===== src/rtl/zoom_nni_varredura_if.sv =====
// Handshake and result bus of the nearest-neighbour raster scanner.
// Controller side (master) drives the commands and saida_pronta. The
// scanner side (slave) drives the pixel stream and status.
interface zoom_nni_varredura_if #(
    parameter int COORD_W = 10,
    parameter int ADDR_W  = 19
);
    logic               iniciar;
    logic               cancelar;
    logic               modo_zoom;
    logic [1:0]         fator_zoom;
    logic               saida_pronta;
    logic               saida_valida;
    logic [COORD_W-1:0] x_destino;
    logic [COORD_W-1:0] y_destino;
    logic [COORD_W-1:0] x_fonte;
    logic [COORD_W-1:0] y_fonte;
    logic [ADDR_W-1:0]  endereco_fonte;
    logic [ADDR_W-1:0]  endereco_destino;
    logic [COORD_W-1:0] largura_dest;
    logic [COORD_W-1:0] altura_dest;
    logic               ocupado;
    logic               concluido;
    logic [1:0]         estado_dbg;

    modport master (
        output iniciar, cancelar, modo_zoom, fator_zoom, saida_pronta,
        input  saida_valida, x_destino, y_destino, x_fonte, y_fonte,
               endereco_fonte, endereco_destino, largura_dest, altura_dest,
               ocupado, concluido, estado_dbg
    );

    modport slave (
        input  iniciar, cancelar, modo_zoom, fator_zoom, saida_pronta,
        output saida_valida, x_destino, y_destino, x_fonte, y_fonte,
               endereco_fonte, endereco_destino, largura_dest, altura_dest,
               ocupado, concluido, estado_dbg
    );
endinterface


===== src/rtl/zoom_nni_varredura.sv =====
// Raster scanner for nearest-neighbour zoom. Walks the destination frame
// in raster order and presents, per pixel, the destination coordinates,
// the mapped source coordinates and both linear addresses.
//
// Handshake: a pixel transfers on a rising edge where saida_valida and
// saida_pronta are both 1. saida_valida never depends on saida_pronta,
// and every pixel output stays stable until the pixel transfers.
// cancelar wins over a transfer in the same cycle.
module zoom_nni_varredura #(
    parameter int LARGURA_FONTE = 160,
    parameter int ALTURA_FONTE  = 120,
    parameter int LARGURA_MAX   = 640,
    parameter int ALTURA_MAX    = 480,
    parameter int COORD_W       = 10,
    parameter int ADDR_W        = 19
) (
    input logic             clk,
    input logic             reset_n,
    zoom_nni_varredura_if.slave bus
);
    // Extra headroom so the enlarged size (up to 8x) can be compared
    // against the clip limit without overflowing.
    localparam int EXT_W = COORD_W + 4;
    localparam logic [ADDR_W-1:0] LF_A = ADDR_W'(LARGURA_FONTE);

    typedef enum logic [1:0] {
        OCIOSO   = 2'd0,
        EMITINDO = 2'd1,
        FIM      = 2'd2
    } estado_t;

    estado_t estado, prox_estado;

    logic               modo_r;
    logic [1:0]         k_r;
    logic [COORD_W-1:0] larg_r, alt_r;
    logic [COORD_W-1:0] x_r, y_r;
    logic [ADDR_W-1:0]  base_fonte_r;  // y_fonte * LARGURA_FONTE
    logic [ADDR_W-1:0]  end_dest_r;    // y_destino * largura_dest + x_destino

    logic [EXT_W-1:0]   larg_amp, alt_amp;
    logic [COORD_W-1:0] larg_calc, alt_calc;
    logic               inicio, dim_zero, transf, fim_linha, ultimo;
    logic [COORD_W-1:0] y_prox, mascara;
    logic [3:0]         um_desl;
    logic [ADDR_W-1:0]  incr_base;
    logic [COORD_W-1:0] x_fonte, y_fonte;

    // Destination size for the requested zoom: enlarge and clip, or decimate.
    always_comb begin
        larg_amp = EXT_W'(LARGURA_FONTE) << bus.fator_zoom;
        alt_amp  = EXT_W'(ALTURA_FONTE) << bus.fator_zoom;
        if (bus.modo_zoom) begin
            larg_calc = COORD_W'(LARGURA_FONTE) >> bus.fator_zoom;
            alt_calc  = COORD_W'(ALTURA_FONTE) >> bus.fator_zoom;
        end else begin
            larg_calc = (larg_amp > EXT_W'(LARGURA_MAX)) ? COORD_W'(LARGURA_MAX)
                                                         : larg_amp[COORD_W-1:0];
            alt_calc  = (alt_amp > EXT_W'(ALTURA_MAX)) ? COORD_W'(ALTURA_MAX)
                                                       : alt_amp[COORD_W-1:0];
        end
    end

    // Per-cycle control decisions shared by the FSM and the datapath.
    always_comb begin
        inicio    = (estado == OCIOSO) && bus.iniciar && !bus.cancelar;
        dim_zero  = (larg_calc == '0) || (alt_calc == '0);
        transf    = (estado == EMITINDO) && bus.saida_pronta && !bus.cancelar;
        fim_linha = (x_r == larg_r - COORD_W'(1));
        ultimo    = fim_linha && (y_r == alt_r - COORD_W'(1));
    end

    // Source row base step on a row wrap. Zooming in, the source row only
    // advances when the new destination row is a multiple of 2^k; zooming
    // out it jumps 2^k source rows every time.
    always_comb begin
        y_prox  = y_r + COORD_W'(1);
        um_desl = 4'd1 << k_r;
        mascara = COORD_W'(um_desl - 4'd1);
        if (modo_r) begin
            incr_base = LF_A << k_r;
        end else if ((y_prox & mascara) == '0) begin
            incr_base = LF_A;
        end else begin
            incr_base = '0;
        end
    end

    // State register.
    always_ff @(posedge clk or negedge reset_n) begin
        if (!reset_n) begin
            estado <= OCIOSO;
        end else begin
            estado <= prox_estado;
        end
    end

    // Next state; cancelar returns to idle from anywhere.
    always_comb begin
        prox_estado = estado;
        case (estado)
            OCIOSO:   if (inicio) prox_estado = dim_zero ? FIM : EMITINDO;
            EMITINDO: if (transf && ultimo) prox_estado = FIM;
            FIM:      prox_estado = OCIOSO;
            default:  prox_estado = OCIOSO;
        endcase
        if (bus.cancelar) begin
            prox_estado = OCIOSO;
        end
    end

    // Config latch at start and incremental raster/address counters.
    // The last pixel does not advance the counters, so it stays visible.
    always_ff @(posedge clk or negedge reset_n) begin
        if (!reset_n) begin
            modo_r       <= 1'b0;
            k_r          <= 2'd0;
            larg_r       <= '0;
            alt_r        <= '0;
            x_r          <= '0;
            y_r          <= '0;
            base_fonte_r <= '0;
            end_dest_r   <= '0;
        end else if (inicio) begin
            modo_r       <= bus.modo_zoom;
            k_r          <= bus.fator_zoom;
            larg_r       <= larg_calc;
            alt_r        <= alt_calc;
            x_r          <= '0;
            y_r          <= '0;
            base_fonte_r <= '0;
            end_dest_r   <= '0;
        end else if (transf && !ultimo) begin
            end_dest_r <= end_dest_r + ADDR_W'(1);
            if (fim_linha) begin
                x_r          <= '0;
                y_r          <= y_prox;
                base_fonte_r <= base_fonte_r + incr_base;
            end else begin
                x_r <= x_r + COORD_W'(1);
            end
        end
    end

    // Coordinate mapping is a plain shift of the registered destination.
    always_comb begin
        x_fonte = modo_r ? (x_r << k_r) : (x_r >> k_r);
        y_fonte = modo_r ? (y_r << k_r) : (y_r >> k_r);
    end

    assign bus.saida_valida     = (estado == EMITINDO);
    assign bus.ocupado          = (estado == EMITINDO);
    assign bus.concluido        = (estado == FIM);
    assign bus.x_destino        = x_r;
    assign bus.y_destino        = y_r;
    assign bus.x_fonte          = x_fonte;
    assign bus.y_fonte          = y_fonte;
    assign bus.endereco_fonte   = base_fonte_r + ADDR_W'(x_fonte);
    assign bus.endereco_destino = end_dest_r;
    assign bus.largura_dest     = larg_r;
    assign bus.altura_dest      = alt_r;
    assign bus.estado_dbg       = estado;
endmodule


===== src/flat_wrapper.sv =====
// flat-port wrapper written by rule: the top's interface ports become plain ports
module zoom_nni_varredura_flat 
#(
    parameter int LARGURA_FONTE = 160,
    parameter int ALTURA_FONTE  = 120,
    parameter int LARGURA_MAX   = 640,
    parameter int ALTURA_MAX    = 480,
    parameter int COORD_W       = 10,
    parameter int ADDR_W        = 19
)
  (clk, reset_n, bus_iniciar, bus_cancelar, bus_modo_zoom, bus_fator_zoom, bus_saida_pronta, bus_saida_valida, bus_x_destino, bus_y_destino, bus_x_fonte, bus_y_fonte, bus_endereco_fonte, bus_endereco_destino, bus_largura_dest, bus_altura_dest, bus_ocupado, bus_concluido, bus_estado_dbg);
  zoom_nni_varredura_if #(.COORD_W(COORD_W), .ADDR_W(ADDR_W)) bus_i ();
  input logic clk;
  input logic reset_n;
  input wire logic [$bits(bus_i.iniciar)-1:0] bus_iniciar;
  input wire logic [$bits(bus_i.cancelar)-1:0] bus_cancelar;
  input wire logic [$bits(bus_i.modo_zoom)-1:0] bus_modo_zoom;
  input wire logic [$bits(bus_i.fator_zoom)-1:0] bus_fator_zoom;
  input wire logic [$bits(bus_i.saida_pronta)-1:0] bus_saida_pronta;
  output wire logic [$bits(bus_i.saida_valida)-1:0] bus_saida_valida;
  output wire logic [$bits(bus_i.x_destino)-1:0] bus_x_destino;
  output wire logic [$bits(bus_i.y_destino)-1:0] bus_y_destino;
  output wire logic [$bits(bus_i.x_fonte)-1:0] bus_x_fonte;
  output wire logic [$bits(bus_i.y_fonte)-1:0] bus_y_fonte;
  output wire logic [$bits(bus_i.endereco_fonte)-1:0] bus_endereco_fonte;
  output wire logic [$bits(bus_i.endereco_destino)-1:0] bus_endereco_destino;
  output wire logic [$bits(bus_i.largura_dest)-1:0] bus_largura_dest;
  output wire logic [$bits(bus_i.altura_dest)-1:0] bus_altura_dest;
  output wire logic [$bits(bus_i.ocupado)-1:0] bus_ocupado;
  output wire logic [$bits(bus_i.concluido)-1:0] bus_concluido;
  output wire logic [$bits(bus_i.estado_dbg)-1:0] bus_estado_dbg;
  assign bus_i.iniciar = bus_iniciar;
  assign bus_i.cancelar = bus_cancelar;
  assign bus_i.modo_zoom = bus_modo_zoom;
  assign bus_i.fator_zoom = bus_fator_zoom;
  assign bus_i.saida_pronta = bus_saida_pronta;
  assign bus_saida_valida = bus_i.saida_valida;
  assign bus_x_destino = bus_i.x_destino;
  assign bus_y_destino = bus_i.y_destino;
  assign bus_x_fonte = bus_i.x_fonte;
  assign bus_y_fonte = bus_i.y_fonte;
  assign bus_endereco_fonte = bus_i.endereco_fonte;
  assign bus_endereco_destino = bus_i.endereco_destino;
  assign bus_largura_dest = bus_i.largura_dest;
  assign bus_altura_dest = bus_i.altura_dest;
  assign bus_ocupado = bus_i.ocupado;
  assign bus_concluido = bus_i.concluido;
  assign bus_estado_dbg = bus_i.estado_dbg;
  zoom_nni_varredura #(.LARGURA_FONTE(LARGURA_FONTE), .ALTURA_FONTE(ALTURA_FONTE), .LARGURA_MAX(LARGURA_MAX), .ALTURA_MAX(ALTURA_MAX), .COORD_W(COORD_W), .ADDR_W(ADDR_W)) u_core (.clk(clk), .reset_n(reset_n), .bus(bus_i));
endmodule

===== config.mk =====
export PLATFORM = sky130hd
export DESIGN_NAME = zoom_nni_varredura_flat
export DESIGN_NICKNAME = d
export VERILOG_FILES = /design/src/rtl/zoom_nni_varredura_if.sv /design/src/rtl/zoom_nni_varredura.sv /design/src/flat_wrapper.sv
export SDC_FILE = /design/constraint.sdc
export NUM_CORES = 1
export LEC_CHECK = 0
export BUFFER_PORTS_ARGS = -buffer_cell sky130_fd_sc_hd__buf_2
export CAP_MARGIN = 20
export CORE_MARGIN = 8
export CORE_UTILIZATION = 35
export CTS_CLUSTER_DIAMETER = 50
export DETAILED_ROUTE_END_ITERATION = 6
export RECOVER_POWER = 50
export SLEW_MARGIN = 20
export SYNTH_ARGS = -nofsm -noshare
export SYNTH_HDL_FRONTEND = slang
export SYNTH_SLANG_ARGS = --single-unit

===== constraint.sdc =====
create_clock -name clk -period 10.8 [get_ports clk]
set_clock_uncertainty 0.05 [all_clocks]
set_input_delay 0.54 -clock clk [delete_from_list [all_inputs] [get_ports clk]]
set_output_delay 0.54 -clock clk [all_outputs]
set_load 0.05 [all_outputs]

=== Word-level counts from Yosys, hierarchy flattened ===
Index checks and enable logic that the tools add are counted.

* Register bits: 83
* Bits of input ports: 8

* $add $sub $neg: 8
* Order comparisons: 2
* Equal/unequal tests: 6
* Shifts and indexed selects: 10
* Multiplexer cells: 24
* Bitwise gates (word level): 1
* Reductions and logical operators: 18

{| class="wikitable"
|+ Operators with widths
! operator !! count
|-
| $mux W10 || 12
|-
| $mux W19 || 6
|-
| $logic_not A10 Y1 || 3
|-
| $add A10 B1 Y10 const B || 2
|-
| $eq A10 B10 Y1 || 2
|-
| $shl A10 B2 Y10 || 2
|-
| $shr A10 B2 Y10 || 2
|-
| $sub A10 B1 Y10 const B || 2
|-
| $add A19 B1 Y19 const B || 1
|-
| $add A19 B10 Y19 || 1
|-
| $add A19 B19 Y19 || 1
|-
| $shl A8 B2 Y19 const A || 1
|-
| $gt A14 B10 Y1 const B || 1
|-
| $gt A14 B9 Y1 const B || 1
|-
| $shl A7 B2 Y14 const A || 1
|-
| $shl A8 B2 Y14 const A || 1
|-
| $and A10 B10 Y10 || 1
|-
| $shr A7 B2 Y10 const A || 1
|-
| $shr A8 B2 Y10 const A || 1
|-
| $mux W2 || 4
|-
| $mux W8 || 1
|-
| $logic_and A1 B1 Y1 || 7
|-
| $ne A3 B2 Y1 const B || 2
|-
| $sub A4 B1 Y5 const B || 1
|-
| 9 further kinds || 12
|}

=== Longest topological paths before layout ===
* Depth in word-level cells: 10
* Mapped depth: 19

=== Worst setup path before layout ===
No wires, ideal clock.

* Path kind: register to output
* Start: reg u_core.k_r[0]
* End: out bus_endereco_fonte[13]
* Arrival time: 5,089 ps
* Path slack: 5,121 ps
* Stages on the path, launching flop included: 15
* Buffers on the path: 4
* Cells stage by stage: dfrtp_1 > buf_2 > buf_1 > clkbuf_1 > clkbuf_1 > o21ai_0 > o21ai_0 > ha_1 > a21oi_1 > nor2b_1 > o21a_1 > o21a_1 > o21ai_0 > nor2_1 > xor2_1

* Cells in the longest elaborated chain, start to end: 3
* Elaborated cells on any way between the ends: 4
* Classes of those cells: add/sub (1); shift (2); mux (1)

{| class="wikitable"
|+ Ends and longest elaborated chain
! element !! RTL line !! RTL
|-
| from (decl) || zoom_nni_varredura.sv:35 || <nowiki>logic [1:0] k_r;</nowiki>
|-
| from (signal assigned) || zoom_nni_varredura.sv:126 || <nowiki>k_r <= bus.fator_zoom;</nowiki>
|-
| $shr A10 B2 Y10 / $shl A10 B2 Y10 (equally long branches) || zoom_nni_varredura.sv:147 || <nowiki>x_fonte = modo_r ? (x_r << k_r) : (x_r >> k_r);</nowiki>
|-
| $mux W10 * || zoom_nni_varredura.sv:147 ||
|-
| named net bus_x_fonte[6] || flat_wrapper.sv:23 || <nowiki>output wire logic [$bits(bus_i.x_fonte)-1:0] bus_x_fonte;</nowiki>
|-
| $add A19 B10 Y19 * || zoom_nni_varredura.sv:158 || <nowiki>assign bus.endereco_fonte = base_fonte_r + ADDR_W'(x_fonte);</nowiki>
|-
| to (decl) || flat_wrapper.sv:25 || <nowiki>output wire logic [$bits(bus_i.endereco_fonte)-1:0] bus_endereco_fonte;</nowiki>
|}

Mark *: on every way through the listed nets, which the timed path passes. The rest lies on a longest branch.

==> impl_metrics.toml <==
[floorplanning]
ios = 111
initial_utilization_pct = 35.4
coreArea_um2 = 17100
die_h_um = 148
num_rows = 48
die-area_um2 = 21800
die_w_um = 148

[setup_path]
end_kind = "asynchronous set/reset pin"
slowest_delay_ns = 2.98
r2r_slack_ns = 6.75
cpMaxStageDelayCell = "clkbuf_1"
reg2regPathDepth = 14
worstPathArrival_ns = 4.21
cp.required_ns = 9.88
crit_chain = "dlygate4sd3_1, clkbuf_1, clkbuf_1"
start_kind = "input pin"
regToRegStartpoint = "u_core.bus.y_destino[2]"
crit_type = "input pin to asynchronous set/reset pin"
critPathMostFrequentCell = "clkbuf_1"
crit_fanout = 74
r2r-end = "u_core.base_fonte_r[12]"

[power]
switching_share_pct = 42.2
leakage_nw = 3.09
power_switching_mw = 0.430
p_seq_share_pct = 32.0
clkPwrFrac_pct = 30.0
peakVddDrop_mv = 0.0861
power_frac_comb_pct = 38.0
cellPowerDensity_nw_per_um2 = 147
intPower_mw = 0.589
finalPower_mw = 1.02

[detailed_routing]
finalWirelength_um = 17600
routedLengthMet1_um = 8330
drc = 0
met3_wirelength_um = 942
highest_layer = "met4"
viasPerCell = 5.53
vias = 5581
wl_met2_um = 8210
drt_iter0_drc = 268
ant_nets = 0
dr.pass1.iters = 5
wl_per_cell_um = 17.5

[grt]
grt_pass1_wl_um = 28500
grt_max_degree = 75
grt_pass1_vias = 5180
gr-total-overflow = 0
grt_usage_pct = 16.0
antenna_found_initial = 0

[synthesis]
ys_seq_elements = 75
yosys_warnings = 0
mappedNetlistArea_um2 = 6050
seq_area_frac_synth_pct = 31.0
synth_top_area_share_pct = 31.0
yosys-top-cells-area = "dfrtp_1, mux2i_1, nand2_1, a21oi_1, ha_1"
syn_inst = 717
synth_edf_count = 0
ys_types = 73
synth_top_area_cell = "dfrtp_1"
synth-main-ff-cell = "dfrtp_1"
synthArstFlopShare_pct = 100
syn_avg_cell_area_um2 = 8.44

[cts]
insertion_delay_ns = 0.34
cts_resized = 0
cts_tree = "done"
h-tree-depth = 3
numCtsBuffers = 9
clockRootBuffer = "clkbuf_16"
cts_buffer_depth = 2
clk_pin_slew_ns = 0.06
cts_sinks = 75

[place]
dpl.hpwl_um = 12100
gp_congestion = 0.789
postPlaceCellArea_um2 = 6670
portBuffers = 108

[sta]
hold_viol = 0
slew_viol_final = 175
fmax_mhz = 195
layout_min_cycle_time_ns = 5.13
setup_viol = 0
tightest_slew_ns = 4.25
period_share_pct = 47.5
rsz0062_at_grt = "no"
tns_ns = 0
relSlewSlack_pct = -183

[finish]
n_antenna_cell = 0
syn_to_final_growth_pct = 14.2
layout-drive-gt1-share_pct = 16.1
fin_nets = 807
design_area_um2 = 6910

[outcome]
violations = "capacitance limit, slew limit"
status = "complete, but fails checks"

[run]
cap_violations = 3

[hold_path]
hp-class = "input pin to asynchronous set/reset pin"
==> logic make-up (layout without fill, tap and decap cells) <==
kind of cell | Yosys count | count (layout) | synth area share, %
simple gates | 267 | 267 | 23.3
compound gates | 185 | 185 | 20.3
buf+inv | 82 | 147 | 5.85
flops | 75 | 75 | 31.0
mux | 49 | 49 | 9.86
xor+xnor | 39 | 39 | 5.64
fa+ha+maj | 19 | 19 | 4.05
other cells | 1 | 3 | 0.0619
==> through the flow <==
| step | hold WS (ns) | setup WS (ns) | std cells | util [%] |
|---|---|---|---|---|
| floorplan | 0.194 | 5.12 | 719 | - |
| global placement | 0.272 | 6.53 | 993 | 39.0 |
| detailed placement | 0.272 | 6.48 | 993 | 39.0 |
| CTS | 0.448 | 6.08 | 1009 | 40.8 |
| global route | 0.472 | 4.61 | 1009 | 40.4 |
| finish | 0.457 | 5.67 | 1009 | 40.4 |
==> worst max-delay path, delay by kind of cell <==
family,cells,cell delay [ns]
buf+inv,3,3.62
==> registers in the layout, indices dropped and copies added (netlist names) <==
name                         flops
u_core.base_fonte_r             14
u_core.bus.altura_dest          10
u_core.bus.endereco_destino     19
u_core.bus.estado_dbg            2
u_core.bus.largura_dest          7
u_core.bus.x_destino            10
u_core.bus.y_destino            10
u_core.k_r                       2
u_core.modo_r                    1
==> layer usage <==
layer	global-route usage, %	vias up
met5	0	-
met3	4.04	12
met4	4.08	0
met1	20.9	2686
li1	-	2760
met2	25.9	123
==> layout by cell type, fill, tap and decap left out, types with 4 or more instances in the layout <==
| master | synthesis | layout |
|---|---|---|
| a31oi_1 | 4 | 4 |
| nand2_1 | 67 | 67 |
| or4_1 | 16 | 16 |
| o211ai_1 | 7 | 7 |
| nor2_1 | 48 | 48 |
| and3_1 | 8 | 8 |
| a21oi_1 | 46 | 46 |
| xor2_1 | 19 | 19 |
| and2_1 | 7 | 7 |
| clkbuf_16 | 0 | 9 |
| dfrtp_1 | 75 | 74 |
| nor3_1 | 10 | 10 |
| ha_1 | 18 | 18 |
| nand4_1 | 15 | 15 |
| o31ai_1 | 25 | 25 |
| mux4_2 | 8 | 8 |
| or2_2 | 8 | 8 |
| o41ai_1 | 4 | 4 |
| inv_1 | 15 | 15 |
| nand3_1 | 31 | 31 |
| nand2b_1 | 11 | 11 |
| mux2_2 | 5 | 5 |
| buf_4 | 7 | 5 |
| a21o_1 | 12 | 12 |
| clkbuf_1 | 45 | 40 |
| mux2i_1 | 36 | 36 |
| xnor2_1 | 20 | 20 |
| o311ai_0 | 4 | 4 |
| a211oi_1 | 14 | 14 |
| or3_1 | 12 | 12 |
| o21ai_0 | 34 | 34 |
| buf_2 | 10 | 72 |
| nor2b_1 | 13 | 13 |
==> synth_stat cells (5+ instances only) <==
master,n
and3_1,8
buf_4,7
or3_1,12
inv_1,15
xnor2_1,20
xor2_1,19
nor2_1,48
clkbuf_1,45
nor2b_1,13
nor3_1,10
and2_1,7
dfrtp_1,75
nand4_1,15
a211oi_1,14
mux2_2,5
o31ai_1,25
or4_1,16
nand3_1,31
mux2i_1,36
a21oi_1,46
nand2b_1,11
or2_2,8
o21ai_0,34
a21o_1,12
o211ai_1,7
buf_2,10
mux4_2,8
ha_1,18
nand2_1,67
==> power groups by stage <==
stage	logic [mW]	clock network, mW	registers [mW]
after floorplan	0.265	0	0.370
after global placement	0.392	0	0.330
after detailed placement	0.394	0	0.330
after CTS	0.395	0.314	0.325
after global routing	0.418	0.327	0.329
final	0.387	0.306	0.326
==> layout make-up <==
cell class                 instances  area, um2
fill                            1790      10200
multi-input combinational        562       3850
sequential                        75       1880
timing repair buffer             117        554
tap                              225        282
clock buffer                      11        243
inverter                          15       56.3
clock inverter                     4       51.3
==> worst max-delay path by stage <==
stage	start	endpoint	slack [ns]	cells past startpoint
2_1_floorplan	u_core.k_r[0]	bus_endereco_fonte[13]	5.12	14
3_3_place_gp	u_core.k_r[0]	bus_endereco_fonte[13]	6.53	13
3_5_place_dp	u_core.k_r[0]	bus_endereco_fonte[13]	6.48	13
4_1_cts	u_core.k_r[0]	bus_endereco_fonte[13]	6.08	13
5_1_grt	reset_n	u_core.k_r[0]	4.61	3
6_report	reset_n	u_core.k_r[0]	5.67	3
==> timing repair <==
item,CTS,global route
hold buffers,1,0
hold endpoints to repair,1,0
setup buffers,0,0
Power figures use the tool's default switching activity.
